`config.mk`:
```
export PLATFORM = sky130hd
export DESIGN_NAME = fetch_unit
export DESIGN_NICKNAME = d
export VERILOG_FILES = /design/src/rtl/fetch_unit.sv
export SDC_FILE = /design/constraint.sdc
export NUM_CORES = 1
export LEC_CHECK = 0
export CAP_MARGIN = 25
export CORE_ASPECT_RATIO = 1.1
export CORE_MARGIN = 3
export CORE_UTILIZATION = 58
export CTS_BUF_LIST = sky130_fd_sc_hd__clkbuf_2
export CTS_CLUSTER_DIAMETER = 30
export DETAILED_ROUTE_END_ITERATION = 10
export GPL_TIMING_DRIVEN = 0
export PLACE_DENSITY = 0.81
export SETUP_SLACK_MARGIN = 0.3
export SLEW_MARGIN = 5
export SYNTH_ARGS = -nofsm -noshare
export SYNTH_HDL_FRONTEND = slang
export SYNTH_SLANG_ARGS = --single-unit
```
`constraint.sdc`:
```
create_clock -name clk -period 4.1 [get_ports clk]
set_clock_uncertainty 0.05 [all_clocks]
set_input_delay 1.025 -clock clk [delete_from_list [all_inputs] [get_ports clk]]
set_output_delay 1.025 -clock clk [all_outputs]
set_load 0.005 [all_outputs]
```
`src/rtl/fetch_unit.sv`:
```
// Instruction fetch front end: PC sequencing, cache request issue, in-order tag
// tracking, stale-response dropping after redirects, and a small decode queue.
module fetch_unit #(
    parameter int unsigned           ADDR_WIDTH   = 32,
    parameter logic [ADDR_WIDTH-1:0] RESET_VECTOR = 32'h1c00_0000,
    parameter int unsigned           FETCH_WIDTH  = 2,
    parameter int unsigned           Q_DEPTH      = 4
) (
    input  logic                        clk,
    input  logic                        rst,
    input  logic                        flush,
    input  logic [ADDR_WIDTH-1:0]       flush_pc,
    input  logic                        branch,
    input  logic [ADDR_WIDTH-1:0]       predict_pc,
    input  logic                        stall,
    output logic                        req_valid,
    input  logic                        req_ready,
    output logic [ADDR_WIDTH-1:0]       req_pc,
    input  logic                        resp_valid,
    input  logic [32*FETCH_WIDTH-1:0]   resp_data,
    output logic                        out_valid,
    input  logic                        out_ready,
    output logic [ADDR_WIDTH-1:0]       out_pc,
    output logic [32*FETCH_WIDTH-1:0]   out_inst,
    output logic [FETCH_WIDTH-1:0]      out_mask,
    output logic [ADDR_WIDTH-1:0]       pc
);
    localparam int unsigned GROUP_BYTES = FETCH_WIDTH * 4;
    localparam int unsigned OFF_W       = $clog2(GROUP_BYTES);
    localparam int unsigned PTR_W       = $clog2(Q_DEPTH);
    localparam int unsigned CNT_W       = $clog2(Q_DEPTH + 1);
    localparam int unsigned DATA_W      = 32 * FETCH_WIDTH;
    localparam logic [ADDR_WIDTH-1:0] ALIGN_MASK = ~ADDR_WIDTH'(GROUP_BYTES - 1);
    localparam logic [CNT_W:0]        DEPTH      = (CNT_W + 1)'(Q_DEPTH);

    logic [ADDR_WIDTH-1:0]  pc_q, pc_d;
    logic [CNT_W-1:0]       count_q, count_d, inflight_q, inflight_d, drop_q, drop_d;
    logic [PTR_W-1:0]       head_q, head_d, tail_q, tail_d, tag_rd_q, tag_rd_d, tag_wr_q, tag_wr_d;
    logic [ADDR_WIDTH-1:0]  q_pc_q [Q_DEPTH];
    logic [ADDR_WIDTH-1:0]  q_pc_d [Q_DEPTH];
    logic [DATA_W-1:0]      q_inst_q [Q_DEPTH];
    logic [DATA_W-1:0]      q_inst_d [Q_DEPTH];
    logic [FETCH_WIDTH-1:0] q_mask_q [Q_DEPTH];
    logic [FETCH_WIDTH-1:0] q_mask_d [Q_DEPTH];
    logic [ADDR_WIDTH-1:0]  tag_pc_q [Q_DEPTH];
    logic [ADDR_WIDTH-1:0]  tag_pc_d [Q_DEPTH];
    logic [FETCH_WIDTH-1:0] tag_mask_q [Q_DEPTH];
    logic [FETCH_WIDTH-1:0] tag_mask_d [Q_DEPTH];

    logic                   redirect, fire, deq, resp_take, resp_drop;
    logic [OFF_W-1:0]       lane;
    logic [FETCH_WIDTH-1:0] new_mask;
    logic [CNT_W:0]         occupancy;

    assign occupancy = {1'b0, inflight_q} + {1'b0, count_q};
    assign redirect  = flush || branch;
    assign req_valid = rst && !stall && !redirect && (occupancy < DEPTH);
    assign req_pc    = pc_q & ALIGN_MASK;
    assign pc        = pc_q;
    assign fire      = req_valid && req_ready;
    assign out_valid = (count_q != '0);
    assign out_pc    = q_pc_q[head_q];
    assign out_inst  = q_inst_q[head_q];
    assign out_mask  = q_mask_q[head_q];
    assign deq       = out_valid && out_ready;
    assign resp_drop = resp_valid && (drop_q != '0);
    assign resp_take = resp_valid && (drop_q == '0) && (inflight_q != '0);
    assign lane      = pc_q[OFF_W-1:0] >> 2;

    always_comb begin
        new_mask = '0;
        for (int unsigned i = 0; i < FETCH_WIDTH; i++) begin
            new_mask[i] = (OFF_W'(i) >= lane);
        end
    end

    always_comb begin
        pc_d       = pc_q;
        count_d    = count_q;
        inflight_d = inflight_q;
        drop_d     = drop_q;
        head_d     = head_q;
        tail_d     = tail_q;
        tag_rd_d   = tag_rd_q;
        tag_wr_d   = tag_wr_q;
        q_pc_d     = q_pc_q;
        q_inst_d   = q_inst_q;
        q_mask_d   = q_mask_q;
        tag_pc_d   = tag_pc_q;
        tag_mask_d = tag_mask_q;

        if (flush) begin
            pc_d = flush_pc;
        end else if (branch) begin
            pc_d = predict_pc;
        end else if (fire) begin
            pc_d = req_pc + ADDR_WIDTH'(GROUP_BYTES);
        end

        if (redirect) begin
            // Everything still outstanding after this cycle's response becomes stale.
            drop_d     = drop_q - CNT_W'(resp_drop) + inflight_q - CNT_W'(resp_take);
            inflight_d = '0;
            count_d    = '0;
            head_d     = '0;
            tail_d     = '0;
            tag_rd_d   = '0;
            tag_wr_d   = '0;
        end else begin
            if (resp_drop) begin
                drop_d = drop_q - 1'b1;
            end
            if (fire) begin
                tag_pc_d[tag_wr_q]   = pc_q;
                tag_mask_d[tag_wr_q] = new_mask;
                tag_wr_d             = tag_wr_q + 1'b1;
            end
            if (resp_take) begin
                q_pc_d[tail_q]   = tag_pc_q[tag_rd_q];
                q_mask_d[tail_q] = tag_mask_q[tag_rd_q];
                q_inst_d[tail_q] = resp_data;
                tail_d           = tail_q + 1'b1;
                tag_rd_d         = tag_rd_q + 1'b1;
            end
            if (deq) begin
                head_d = head_q + 1'b1;
            end
            inflight_d = inflight_q + CNT_W'(fire) - CNT_W'(resp_take);
            count_d    = count_q + CNT_W'(resp_take) - CNT_W'(deq);
        end
    end

    always_ff @(posedge clk or negedge rst) begin
        if (!rst) begin
            pc_q       <= RESET_VECTOR;
            count_q    <= '0;
            inflight_q <= '0;
            drop_q     <= '0;
            head_q     <= '0;
            tail_q     <= '0;
            tag_rd_q   <= '0;
            tag_wr_q   <= '0;
            for (int unsigned i = 0; i < Q_DEPTH; i++) begin
                q_pc_q[i]     <= '0;
                q_inst_q[i]   <= '0;
                q_mask_q[i]   <= '0;
                tag_pc_q[i]   <= '0;
                tag_mask_q[i] <= '0;
            end
        end else begin
            pc_q       <= pc_d;
            count_q    <= count_d;
            inflight_q <= inflight_d;
            drop_q     <= drop_d;
            head_q     <= head_d;
            tail_q     <= tail_d;
            tag_rd_q   <= tag_rd_d;
            tag_wr_q   <= tag_wr_d;
            q_pc_q     <= q_pc_d;
            q_inst_q   <= q_inst_d;
            q_mask_q   <= q_mask_d;
            tag_pc_q   <= tag_pc_d;
            tag_mask_q <= tag_mask_d;
        end
    end
endmodule

```
After elaboration in Yosys (flattened, before gate mapping)
Cells that the tools add are included.
W data, S select, Z words.
{"block": "word_totals", "ff_bits": 577}
{"block": "classes", "n_reduce_logical": 24, "n_lt_le_gt_ge": 9, "bitwise_logic": 5, "mux": 45, "addsub": 14}
{"op": "$mux W32", "n": 9}
{"op": "$bwmux W128", "n": 2}
{"op": "$bwmux W256", "n": 1}
{"op": "$mux W64", "n": 3}
{"op": "$bmux W32 S2", "n": 2}
{"op": "$bmux W64 S2", "n": 1}
{"op": "$demux W32 S2", "n": 2}
{"op": "$demux W64 S2", "n": 1}
{"op": "$add A32 B4 Y32 const B", "n": 1}
{"op": "$mux W2", "n": 14}
{"op": "$bwmux W8", "n": 2}
{"op": "$ge A3 B3 Y1 const B", "n": 4}
{"op": "$mux W3", "n": 4}
{"op": "$not A2 Y3", "n": 4}
{"op": "$reduce_bool A3 Y1", "n": 4}
{"op": "$sub A3 B1 Y3", "n": 4}
{"op": "$logic_and A1 B1 Y1", "n": 10}
{"op": "$add A2 B1 Y2 const B", "n": 4}
{"op": "$bmux W2 S2", "n": 2}
{"op": "$demux W2 S2", "n": 2}
{"op": "$reduce_bool A2 Y1", "n": 4}
{"op": "$add A3 B1 Y3", "n": 2}
{"op": "$lt A3 B1 Y1 const B", "n": 2}
{"op": "$add A3 B3 Y4", "n": 1}
{"op": "9 further kinds", "n": 12}

Longest topological paths before layout
{"block": "depth", "word_depth": 8, "depth_mapped": 16, "ltp_nobuf": 15}

Least setup slack after synthesis
OpenSTA, ideal clock, no wires.
{"block": "synth_timing", "path_kind": "input to register", "start": "input port resp_valid", "end": "register drop_q[2]", "cell_stages": 13, "path_slack_ps": 397, "required_ps": 3971, "setup_time_ps": 79, "arrival_time_ps": 3574, "cell_sequence": "o311a_1 buf_2 inv_1 fa_1 inv_1 fa_1 inv_1 ha_1 fa_1 xor2_1 xnor2_1 o22ai_1 xor2_1"}
{"block": "synth_via", "elab_chain_cells": 5}
{"element": "from (decl)", "line": "19", "rtl": "input logic resp_valid,"}
{"element": "$logic_and A1 B1 Y1", "line": "66", "rtl": "assign resp_drop = resp_valid && (drop_q != '0);"}
{"element": "$sub A3 B1 Y3", "line": "102", "rtl": "drop_d = drop_q - CNT_W'(resp_drop) + inflight_q - CNT_W'(resp_take);"}
{"element": "$add A3 B3 Y3", "line": "102"}
{"element": "$sub A3 B1 Y3", "line": "102"}
{"element": "$mux W3", "line": "100", "rtl": "if (redirect) begin"}
{"element": "to (signal assigned)", "line": "154", "rtl": "drop_q <= drop_d;"}
{"element": "to (decl)", "line": "37", "rtl": "logic [CNT_W-1:0] count_q, count_d, inflight_q, inflight_d, drop_q, drop_d;"}
Parallel ways exist; a longest one is shown, timed or not.
A chain may end at the register's enable or synchronous reset.

Worst setup path in the final report
{"block": "layout_timing", "start": "register head_q[0]", "end": "output port out_pc[27]"}
{"block": "layout_via", "elab_chain_cells": 4}
{"element": "from (decl)", "line": "38", "rtl": "logic [PTR_W-1:0] head_q, head_d, tail_q, tail_d, tag_rd_q, tag_rd_d, tag_wr_q, tag_wr_d;"}
{"element": "from (signal assigned)", "line": "139", "rtl": "head_q <= '0;"}
{"element": "from (signal assigned)", "line": "155", "rtl": "head_q <= head_d;"}
{"element": "$not A2 Y3 (not written as such)", "line": "62", "rtl": "assign out_pc = q_pc_q[head_q];"}
{"element": "$bmux W32 S2", "line": "62"}
{"element": "$mux W32 (not written as such) (2 in a row)", "line": "62"}
{"element": "to (decl)", "line": "23", "rtl": "output logic [ADDR_WIDTH-1:0] out_pc,"}
No other way between the ends. The select of a mux whose other input is x is not followed.

==> results summary <==
The maximum number of pins on one net before global-route repair is 128. The number of sinks on the clock net came out at 577. In this run the static leakage power is 15.9 nW. The count of routing violations after the opening detailed-route iteration is 921.

The critical path data arrival time came out at 2.68 ns. During synthesis, Yosys emitted a total of 0 warnings. The full die area is 47900 um2.

Global routing used 26.8% of the available tracks across all layers. The delay contributed by the slowest stage of the critical path is 0.45 ns. The area growth from synthesis to final layout came out at 22.1%.

The half-perimeter wire length after detailed placement came out at 42.7 mm. 300 I/O pins were placed. Setup violations remaining at the end of the flow were counted as 0. The element type at the critical path start is a flop. The fraction of layout cells with a size suffix above 1 is 50.3%. The normalized max-slew margin came out at 36.6%.

The flip-flop cell with the highest count after synthesis is dfrtp_1. TritonCTS built the clock tree. The share of synthesized area in the top cell type comes to 54.7%. The post-synth design cell area is 26300 um2.

The gate family responsible for the most delay along the worst path is buffers and inverters. In the final layout, flip-flops and latches occupy 14400 um2. After synthesis, flip-flops and latches occupy 55.0% of the total area. The via density per instance is 5.78.

The buffer and inverter count on the worst path is 5. The global routing stage identified its most utilized layer as met2. The peak fanout along the critical path is 6. The first-pass GRT wire length came out at 101 mm. The filler cells instantiated in the layout total 3002. The most common cell after layout, fill and taps aside is dfrtp_1. For this design, the slowest cell found on the critical path is dfrtp_2. The deepest level of the CTS H-tree is 4.

At the placement stage, the worst setup path has a slack of -0.463 ns. The wire length after detailed routing is 62.7 mm. The synthesis-stage register bit count came out at 577. Across the VDD grid, the largest voltage drop is 200 uV. In the post-synthesis netlist, the biggest area contributors are dfrtp_1 (55%), mux2_2 (22%), mux4_2 (11%). The part of the cycle the worst path needs is 91.5%.

The initial antenna violation count is 3. The run finished with clean final reports. The detailed-route wire length per cell came out at 21.6 um. Once layout is done, the placed cells without fillers occupy 32100 um2.

The placed instances occupy a cell area of 30100 um2. In the synthesized netlist, the number of instances is 1710. Summing over every cut layer, the via total after detailed routing is 16758. The tree is rooted in a clkbuf_2. The worst setup path is captured at an output pin.

The slew of the pin with the lowest slew margin came out at 0.950 ns. The die width is 209 um. The last weighted congestion value of the routability-driven placer came out at 0.899. The class of the tightest hold or removal check is in2reg.

For this configuration, the core starts out at a cell density of 58.9%. The first detailed-routing pass ran for 5 iterations. The final critical path time including I/O delays and setup is 3.75 ns. By instance count, the cell type seen most on the critical path is buf_6. The number of flops mapped to enable cells by yosys is 0.

The clock latency of the later-clocked register in the worst-skew pair is 1.11 ns. The fraction of met3 tracks used by global routing is 5.18%. The placement row count is 81. The post-route DRC violation count came out at 0. Walking the worst path, the cells encountered are clkbuf_16, buf_12, buf_16, buf_6, mux4_2, buf_6.

Setup slack closes at 0.348 ns. Of all flip-flops after synthesis, the portion carrying an async set or reset was 100%. The fmax came out at 266 MHz. The TritonCTS buffer count is 150. The largest area contributor in the synthesized netlist is dfrtp_1.

Setup repair after global routing could not meet its margin everywhere. The floorplan step set the die height to 229 um. The number of placed cells counting well taps is 2594. The number of global-route vias before repair is 18717.

The worst hold slack is 0.424 ns. The global routing usage on met2 is 45.4%. The count of pins over their slew limit is 0.

Once layout is complete, the cells apart from fillers number 2899. Leaving out fill and tap cells, the most frequent cells in the layout are dfrtp_1 (571), mux2_2 (520), clkbuf_2 (213). The count of port buffers added during placement came out at 296. The power density over the cells is 337 nW/um2. The final number of hold-violating endpoints came out at 0. The deepest clock path buffer count came out at 3.

The routing usage on met1 came out at 34.5%. The synthesized area divided by synthesized cell count came out at 15.4 um2. The required time of the critical path came out at 3.02 ns. The kind of critical path is reg2out. Summed over all layers, the global routing overflow is 0. The placeable core area came out at 44600 um2. The final antenna-violating net count is 0. The net count reported at finish is 2374. Clock-pin slew was measured on the worst setup and hold paths at 0.11 ns. The number of violations of the max-capacitance limit came out at 0.

The synthesized netlist contains 59 unique library cells. The area used by multi-input combinational logic came out at 10900 um2. The final total power came out at 10.8 mW.
[worst reg2reg max path: stages, from the launching register on]
cell and delay [ns]:
dfrtp_2 0.43, ha_2 0.19, or4_4 0.53, buf_4 0.16, nor4_4 0.23, buf_6 0.22, inv_2 0.06, buf_6 0.15
clkbuf_2 0.23, ha_1 0.34, inv_1 0.06, ha_1 0.13, inv_1 0.05, fa_1 0.37, xnor2_1 0.18, xnor2_1 0.14
nor2_1 0.05
[through the flow]
step | util [%] | setup TNS (ns)
finish | 71.9 | 0
global route | 71.9 | 0
CTS | 71.6 | 0
detailed placement | 67.5 | -1.03
global placement | 67.2 | -
floorplan | - | 0
[final cells by class]
class / count / share of cell area, %
repair buffers: 350 / 11.1
multi-input cells: 961 / 34.1
clock buffers: 205 / 3.20
flip-flops and latches: 577 / 45.1
plain buffers: 152 / 3.34
clock inverters: 48 / 0.702
diodes: 3 / 0.0234
well taps: 581 / 2.27
inverters: 22 / 0.258
[synth_stat cells, types with 7 or more instances]
library cell,number
nor4_1,7
xnor2_1,13
nor2_1,31
clkbuf_1,33
a22oi_1,18
nand3_1,10
nand4_1,8
buf_4,46
ha_1,19
mux2_2,520
xor2_1,7
buf_2,52
nor3_1,10
a21oi_1,31
mux4_2,132
dfrtp_1,574
nand2_1,35
and2_1,12
buf_1,18
o21ai_0,21
inv_1,21
[path summary, 6_finish.rpt]
path / from / to / slack, ns / depth (start not counted)
min reg2reg: tag_mask_q[3]$_DFFE_PN0P_ / tag_mask_q[3]$_DFFE_PN0P_ / 0.44 / 1
min in group asynchronous: rst / q_inst_q[150]$_DFFE_PN0P_ / 0.56 / 3
max reg2reg: inflight_q[1]$_DFF_PN0_ / inflight_q[2]$_DFF_PN0_ / 0.42 / 16
min: flush_pc[1] / pc[1]$_DFFE_PN0P_ / 0.42 / 3
max: head_q[0]$_DFFE_PN0P_ / out_pc[27] / 0.35 / 6
max in group asynchronous: rst / tag_pc_q[107]$_DFFE_PN0P_ / 2.25 / 4
[where the power goes]
group          leakage (nW)  internal (mW)  switching (mW)
Combinational          6.93          0.595           0.551
Clock                 0.990           1.42            2.26
Sequential             7.96           5.84           0.140
Total                  15.9           7.85            2.95
[per-layer routing]
layer	share of wire, %	wire [um]	up-vias
li1	-	-	7401
met1	41	26000	8692
met2	51	32200	560
met3	4.9	3070	105
met4	2.4	1530	0
met5	0	0	-
[cell families after synthesis]
kind of cell | after synthesis | synth area share, %
adder cells (fa/ha/maj) | 24 | 1.29
flip-flops | 577 | 55.0
AND/OR/NAND/NOR | 145 | 3.04
AO/OA/AOI/OAI | 115 | 2.85
multiplexers | 654 | 33.7
buffers and inverters | 174 | 3.45
other | 1 | 0.0143
XOR/XNOR | 20 | 0.667
[flip-flops by register name (all words and copies together), names as in the netlist]
| name | cells |
|---|---|
| tail_q | 2 |
| q_inst_q | 256 |
| q_mask_q | 8 |
| count_q | 3 |
| tag_pc_q | 128 |
| tag_mask_q | 8 |
| head_q | 2 |
| inflight_q | 3 |
| q_pc_q | 128 |
| tag_wr_q | 2 |
| pc | 32 |
| tag_rd_q | 2 |
| drop_q | 3 |
[timing repair]
item	in CTS	in global routing
buffers inserted	39	4
endpoints found under the setup margin	100	50
pin swaps	3	2
cloned	3	0
hold endpoints to repair	60	0
hold buffers	2	0
gates resized for setup	529	22
Power figures use the tool's default switching activity.
